### config.mk
export PLATFORM = sky130hd
export DESIGN_NAME = hdb3_tx_sequencer
export DESIGN_NICKNAME = d
export VERILOG_FILES = /design/src/rtl/hdb3_tx_sequencer.sv
export SDC_FILE = /design/constraint.sdc
export NUM_CORES = 1
export LEC_CHECK = 0
export ABC_CLOCK_PERIOD_IN_PS = 3000
export BUFFER_PORTS_ARGS = -buffer_cell sky130_fd_sc_hd__buf_2
export CORE_MARGIN = 2
export CORE_UTILIZATION = 56
export CTS_CLUSTER_DIAMETER = 40
export DETAILED_ROUTE_END_ITERATION = 12
export HOLD_SLACK_MARGIN = 0.12
export PLACE_DENSITY = 0.89
export SYNTH_ARGS = -nofsm -noshare
export SYNTH_HDL_FRONTEND = slang
export SYNTH_SLANG_ARGS = --single-unit
### constraint.sdc
create_clock -name clk -period 3 [get_ports clk]
set_input_delay 0.15 -clock clk [delete_from_list [all_inputs] [get_ports clk]]
set_output_delay 0.15 -clock clk [all_outputs]
set_load 0.1 [all_outputs]
### src/rtl/hdb3_tx_sequencer.sv
// hdb3_tx_sequencer: serialises framed bytes MSB-first into the HDB3 encoder,
// appends flush zeros and drains, and tags which encoder output symbols carry payload.
module hdb3_tx_sequencer #(
  parameter int DATA_W     = 8,
  parameter int PIPE_LAT   = 5,
  parameter int FLUSH_BITS = 4
) (
  input  logic              clk,
  input  logic              reset_n,
  input  logic              enable,
  input  logic [DATA_W-1:0] s_data,
  input  logic              s_valid,
  input  logic              s_last,
  output logic              s_ready,
  output logic              enc_din,
  output logic              tag_valid,
  output logic              tag_last,
  output logic              busy,
  output logic              frame_done,
  output logic              underrun
);
  localparam int CW = $clog2(DATA_W + 1);
  typedef enum logic [2:0] {IDLE, SHIFT, WAIT, FLUSH, DRAIN} state_t;
  state_t                   state_q, state_d;
  logic [DATA_W-1:0]        sh_q, sh_d;
  logic [CW-1:0]            bit_cnt_q, bit_cnt_d;
  logic                     last_flag_q, last_flag_d;
  logic [3:0]               flush_cnt_q, flush_cnt_d, drain_cnt_q, drain_cnt_d;
  logic                     enc_din_q, enc_din_d, frame_done_q, frame_done_d, underrun_q, underrun_d;
  logic [1:0]               tag_q, tag_d;
  logic [PIPE_LAT-1:0][1:0] pipe_q, pipe_d;
  logic                     xfer;
  assign s_ready = reset_n && enable && (state_q == IDLE || state_q == WAIT ||
                   (state_q == SHIFT && bit_cnt_q == '0 && !last_flag_q));
  assign xfer       = s_valid && s_ready;
  assign enc_din    = enc_din_q;
  assign tag_valid  = pipe_q[PIPE_LAT-1][1];
  assign tag_last   = pipe_q[PIPE_LAT-1][0];
  assign busy       = state_q != IDLE;
  assign frame_done = frame_done_q;
  assign underrun   = underrun_q;
  always_comb begin
    state_d      = state_q;
    sh_d         = sh_q;
    bit_cnt_d    = bit_cnt_q;
    last_flag_d  = last_flag_q;
    flush_cnt_d  = flush_cnt_q;
    drain_cnt_d  = drain_cnt_q;
    enc_din_d    = 1'b0;
    tag_d        = 2'b00;
    frame_done_d = 1'b0;
    underrun_d   = 1'b0;
    pipe_d       = pipe_q << 2;
    pipe_d[0]    = tag_q;
    case (state_q)
      IDLE, WAIT: ;
      SHIFT: begin
        enc_din_d = sh_q[DATA_W-1];
        tag_d     = {1'b1, last_flag_q && bit_cnt_q == '0};
        sh_d      = sh_q << 1;
        bit_cnt_d = bit_cnt_q - 1'b1;
        if (bit_cnt_q == '0 && last_flag_q) begin
          state_d     = FLUSH;
          flush_cnt_d = 4'(FLUSH_BITS - 1);
        end else if (bit_cnt_q == '0 && !xfer) begin
          state_d    = WAIT;
          underrun_d = 1'b1;
        end
      end
      FLUSH: begin
        flush_cnt_d = flush_cnt_q - 1'b1;
        if (flush_cnt_q == '0) begin
          state_d     = DRAIN;
          drain_cnt_d = 4'(PIPE_LAT - 1);
        end
      end
      DRAIN: begin
        drain_cnt_d = drain_cnt_q - 1'b1;
        if (drain_cnt_q == '0) begin
          state_d      = IDLE;
          frame_done_d = 1'b1;
        end
      end
      default: state_d = IDLE;
    endcase
    // s_ready already restricts acceptance to IDLE, WAIT and the final SHIFT bit
    if (xfer) begin
      state_d     = SHIFT;
      sh_d        = s_data;
      bit_cnt_d   = CW'(DATA_W - 1);
      last_flag_d = s_last;
    end
  end
  always_ff @(posedge clk or negedge reset_n) begin
    if (!reset_n) begin
      state_q      <= IDLE;
      sh_q         <= '0;
      bit_cnt_q    <= '0;
      last_flag_q  <= 1'b0;
      flush_cnt_q  <= '0;
      drain_cnt_q  <= '0;
      enc_din_q    <= 1'b0;
      tag_q        <= 2'b00;
      pipe_q       <= '0;
      frame_done_q <= 1'b0;
      underrun_q   <= 1'b0;
    end else begin
      state_q      <= state_d;
      sh_q         <= sh_d;
      bit_cnt_q    <= bit_cnt_d;
      last_flag_q  <= last_flag_d;
      flush_cnt_q  <= flush_cnt_d;
      drain_cnt_q  <= drain_cnt_d;
      enc_din_q    <= enc_din_d;
      tag_q        <= tag_d;
      pipe_q       <= pipe_d;
      frame_done_q <= frame_done_d;
      underrun_q   <= underrun_d;
    end
  end
endmodule

# After elaboration in Yosys (flattened, before gate mapping)
# Cells that the tools add are included.
totals:
  inputBits: 13
  out_inout_bits: 7
  word_cells: 72
  register_bits: 39
op_classes:
  n_reduce_logical: 23
  n_eq_ne: 10
  muxes: 21
  n_addsub: 3
op_table:
  columns: ["operator", "n"]
  rows:
  - ["4-bit 2-to-1 mux", 4]
  - ["8-bit 2-to-1 mux", 2]
  - ["4-bit case mux with 2 select lines", 2]
  - ["3-bit 2-to-1 mux", 5]
  - ["4-bit zero test", 3]
  - ["3-bit case mux with 4 select lines", 1]
  - ["4-bit by 1-bit subtractor with 4-bit output (second input constant)", 3]
  - ["1-bit logical AND", 7]
  - ["3-bit by 2-bit equality test with 1-bit output (second input constant)", 2]
  - ["1-bit 2-to-1 mux", 6]
  - ["3-bit != test (second input constant)", 2]
  - ["2-bit nonzero test", 3]
  - ["2-bit != test (second input constant)", 2]
  - ["4-bit by 2-bit != test with 1-bit output (second input constant)", 1]
  - ["2-bit AND reduction", 2]
  - ["4-bit AND reduction", 1]
  - ["3-bit by 1-bit equality test with 1-bit output (second input constant)", 1]
  - ["3-bit equality test (second input constant)", 1]
  - ["3-bit zero test", 1]
  - ["3-bit nonzero test", 1]
  - ["1-bit zero test", 2]
  - ["1-bit logical OR", 2]
  - ["2-bit 2-to-1 mux", 1]
  - ["2-bit by 1-bit != test with 1-bit output (second input constant)", 1]
  - ["2-bit OR reduction", 1]

# Longest topological paths before layout
depth:
  depth_word: 12
  mapped_depth: 8
  mapped_depth_nobuf: 6

# Least setup slack after synthesis
# Ideal clock, no wire load.
synth_path:
  kind: "reg-to-reg"
  startpoint: "register bit_cnt_q[0]"
  endpoint: "register bit_cnt_q[3]"
  path_stages_with_launch: 7
  n_path_buf: 0
  setup_ps: 229
  setup_slack_ps: -488
  synth_period_minus_slack_ps: 3488
  required_ps: 2771
  arrival_ps: 3259
  cell_sequence: "dfrtp_1 inv_1 ha_1 nor4b_4 a21boi_2 nor3_1 a21oi_1"
synth_between:
  elab_chain_cells: 7
  word_cells_on_any_way: 10
  classes_between: "1 x add/sub; 2 x mux; 7 x reduce/logical"
synth_lines:
  columns: ["item", "line_no", "text"]
  rows:
  - ["from (decl)", "26", "logic [CW-1:0] bit_cnt_q, bit_cnt_d;"]
  - ["from (signal assigned)", "110", "bit_cnt_q <= bit_cnt_d;"]
  - ["4-bit zero test (*)", "34", "(state_q == SHIFT && bit_cnt_q == '0 && !last_flag_q));"]
  - ["1-bit logical AND (*) (2 in series)", "34", null]
  - ["1-bit logical OR (*)", "33", "assign s_ready = reset_n && enable && (state_q == IDLE || state_q == WAIT ||"]
  - ["1-bit logical AND (*)", "33", null]
  - ["named net s_ready", "14", "output logic s_ready,"]
  - ["1-bit logical AND (*)", "35", "assign xfer = s_valid && s_ready;"]
  - ["4-bit 2-to-1 mux or 2-bit nonzero test (tied branches)", null, null]
# Mark *: on every way through the listed nets, which the timed path passes. The rest lies on a longest branch. The select of a mux whose other input is x is not followed.
# A chain may end at the register's enable or synchronous reset.

# Worst setup path in the final report
layout_path:
  startpoint: "register bit_cnt_q[0]"
  endpoint: "output s_ready"
layout_between:
  elab_chain_cells: 5
layout_lines:
  columns: ["item", "line_no"]
  rows:
  - ["4-bit zero test", "34"]
  - ["1-bit logical AND (2 in series)", "34"]
  - ["1-bit logical OR", "33"]
  - ["1-bit logical AND", "33"]
  - ["to (decl)", "14"]
# Every way passes these cells.

==> impl_metrics.json <==
{
  "drt_wl_total_um": 3275,
  "antenna_found_initial": 0,
  "clkLatencyLatePin_ns": 0.37,
  "place_inst": 196,
  "fp-row-count": 19,
  "yosysWarnings": 0,
  "layout_common_cells": "dfrtp_1 (39), nand2_1 (35), buf_2 (19)",
  "grt.total_usage_pct": 22.06,
  "post_layout_nonfiller_instances": 216,
  "synth_seq_cells": 39,
  "drtPass1Iterations": 4,
  "skew_ns": 0.01750,
  "dieArea_um2": 3479,
  "cp_data_required_time_ns": 2.85,
  "synthMuxAreaShare_pct": 7.391,
  "path_class": "flip-flop to output port",
  "setup_ws_ns": 0.6797,
  "finalHoldViolations": 0,
  "switching_power_uw": 850.7,
  "tritoncts": "done",
  "io_pins": 20,
  "antenna-diode-count": 0,
  "cts_num_sinks": 39,
  "crit_arrival_ns": 2.17,
  "gp_congestion": 0.7676,
  "syn-num-nets": 168,
  "p_seq_share_pct": 41.0,
  "rsz0062_at_grt": "no",
  "ff2ff_path_depth": 6,
  "cts_resized": 0,
  "synth_flop_cell": "dfrtp_1",
  "hold_path.class": "flip-flop to flip-flop",
  "synthSimpleGateAreaFrac_pct": 18.55,
  "p_per_area_nw_per_um2": 1049,
  "drc": 0,
  "slew_violations": 0,
  "synth_compound_area_share_pct": 6.948,
  "synth_cell_types": 34,
  "p_comb_share_pct": 38.1,
  "report.final.setup_viol": 0,
  "p_clk_share_pct": 20.9,
  "ctsHtreeMaxLevel": 2,
  "p_total_mw": 2.118,
  "max_freq_mhz": 431.0,
  "final_common_cell": "dfrtp_1",
  "maxCapViolCount": 0,
  "setup_tns_ns": 0,
  "coreArea_um2": 2805,
  "overflow": 0,
  "vdd_drop_max_mv": 0.7577,
  "cts_root_buffer": "clkbuf_4",
  "synth.cell_area_um2": 1693,
  "synthCells": 151,
  "maxSlewHeadroom_pct": 67.08,
  "pre_cts_ws_ns": 0.8212,
  "avgSynthCellArea_um2": 11.21,
  "dp_hpwl_um": 2033,
  "p_sw_share_pct": 40.17,
  "ant_nets": 0,
  "hold_depth": 0,
  "holdBufCountCts": 12,
  "drive_above_1_share_pct": 24.32,
  "synthAdderAreaFrac_pct": 2.956,
  "status": "finished, final reports clean",
  "path_clk_slew_ns": 0.13,
  "cts_made_buffers": 5,
  "vias": 1205,
  "grt_max_degree": 41,
  "synth_edf_count": 0,
  "final_nets": 201,
  "ys_seq_area_share_pct": 57.65,
  "p_int_mw": 1.267,
  "period_share_pct": 77.34,
  "avgRoutedWirePerCell_um": 15.16,
  "cp_max_fo": 4,
  "fin_crit_ns": 2.320,
  "area_growth_pct": 19.22,
  "start_util_pct": 60.35,
  "grt_pass1_vias": 1172,
  "fp.dieW_um": 58.98,
  "synth-xor-area-share_pct": 1.552,
  "die_y_um": 58.98,
  "drt_iter0_markers": 45,
  "port_buffers": 19,
  "cts_max_path_buffers": 2,
  "end_kind": "output port",
  "worst_slew_pin_slew_ns": 0.4894,
  "worst_setup_path_start_kind": "flip-flop",
  "synthArstFlopShare_pct": 100.0,
  "p_leak_nw": 1.022,
  "synth_top_family_by_area": "simple AND/OR/NAND/NOR gates",
  "grt_pass1_wl_um": 5423,
  "vias_per_cell": 5.579,
  "cts_setup_buffers": 0
}
per-layer routing:
metal	track usage, %	vias to the layer above	share of wire [%]
li1	-	564	-
met1	28.11	601	43
met2	33.97	31	50
met3	7.205	9	4.0
met4	11.04	0	3.0
met5	0	-	0
cell usage after synthesis (3+ instances only):
cell type	count	share of area, %
clkbuf_1	4	0.89
dfrtp_1	39	58
ha_1	4	3.0
inv_1	10	2.2
mux2_2	4	2.7
mux2_4	4	3.5
nand2_1	35	7.8
nand3b_1	3	1.3
nor2_1	4	0.89
nor3_1	4	1.2
o21ai_0	9	2.7
state kept, by name, summed over array words and instances (netlist names):
register     count
bit_cnt_q        4
drain_cnt_q      4
enc_din          1
flush_cnt_q      4
frame_done       1
last_flag_q      1
pipe_d           8
sh_q             8
state_q          3
tag_last         1
tag_q            2
tag_valid        1
underrun         1
per-stage QoR:
step	hold slack, ns	util, %	instance area (µm²)
2_1_floorplan	-0.1456	-	1698
3_3_place_gp	0.2806	63.92	1793
3_5_place_dp	0.2754	63.92	1793
4_1_cts	0.3660	71.94	2018
5_1_grt	0.3806	71.94	2018
6_report	0.3630	71.94	2018
logic make-up (layout without fill, tap and decap cells):
group	after synthesis	count (layout)
buf+inv	16	50
flops	39	39
fa+ha+maj	4	4
xor+xnor	3	3
compound gates	19	19
simple gates	60	60
mux	10	10
worst paths after layout:
kind	end	start	slack [ns]
min in group asynchronous	last_flag_q	reset_n	0.39
worst min-delay path	tag_last	pipe_d[8]	0.36
worst max-delay path	s_ready	bit_cnt_q[0]	0.68
worst min register to register	tag_last	pipe_d[8]	0.36
worst max register to register	sh_q[7]	bit_cnt_q[0]	0.73
max in group asynchronous	sh_q[3]	reset_n	2.27
power by group through the flow:
stage | sequential, mW | combinational (mW) | clock [mW]
floorplan | 0.943 | 0.550 | 0
global placement | 0.853 | 0.737 | 0
CTS | 0.859 | 0.795 | 0.443
global route | 0.887 | 0.887 | 0.473
detailed placement | 0.865 | 0.781 | 0
finish | 0.868 | 0.807 | 0.443
worst max-delay path, cell delays in order (launching register included):
cell	delay, ns
dfrtp_1	0.45
inv_1	0.13
ha_1	0.16
nor4b_4	0.29
a21boi_2	0.13
nor3_2	0.19
buf_2	0.45
cell type report:
class | instances | area (µm²)
inverters | 10 | 37.54
flip-flops and latches | 39 | 975.9
clock inverters | 3 | 67.56
well taps | 31 | 38.79
multi-input cells | 96 | 638.1
clock buffers | 5 | 37.54
fillers | 171 | 787.0
repair buffers | 32 | 222.7
(Power assumes the default switching activity.)
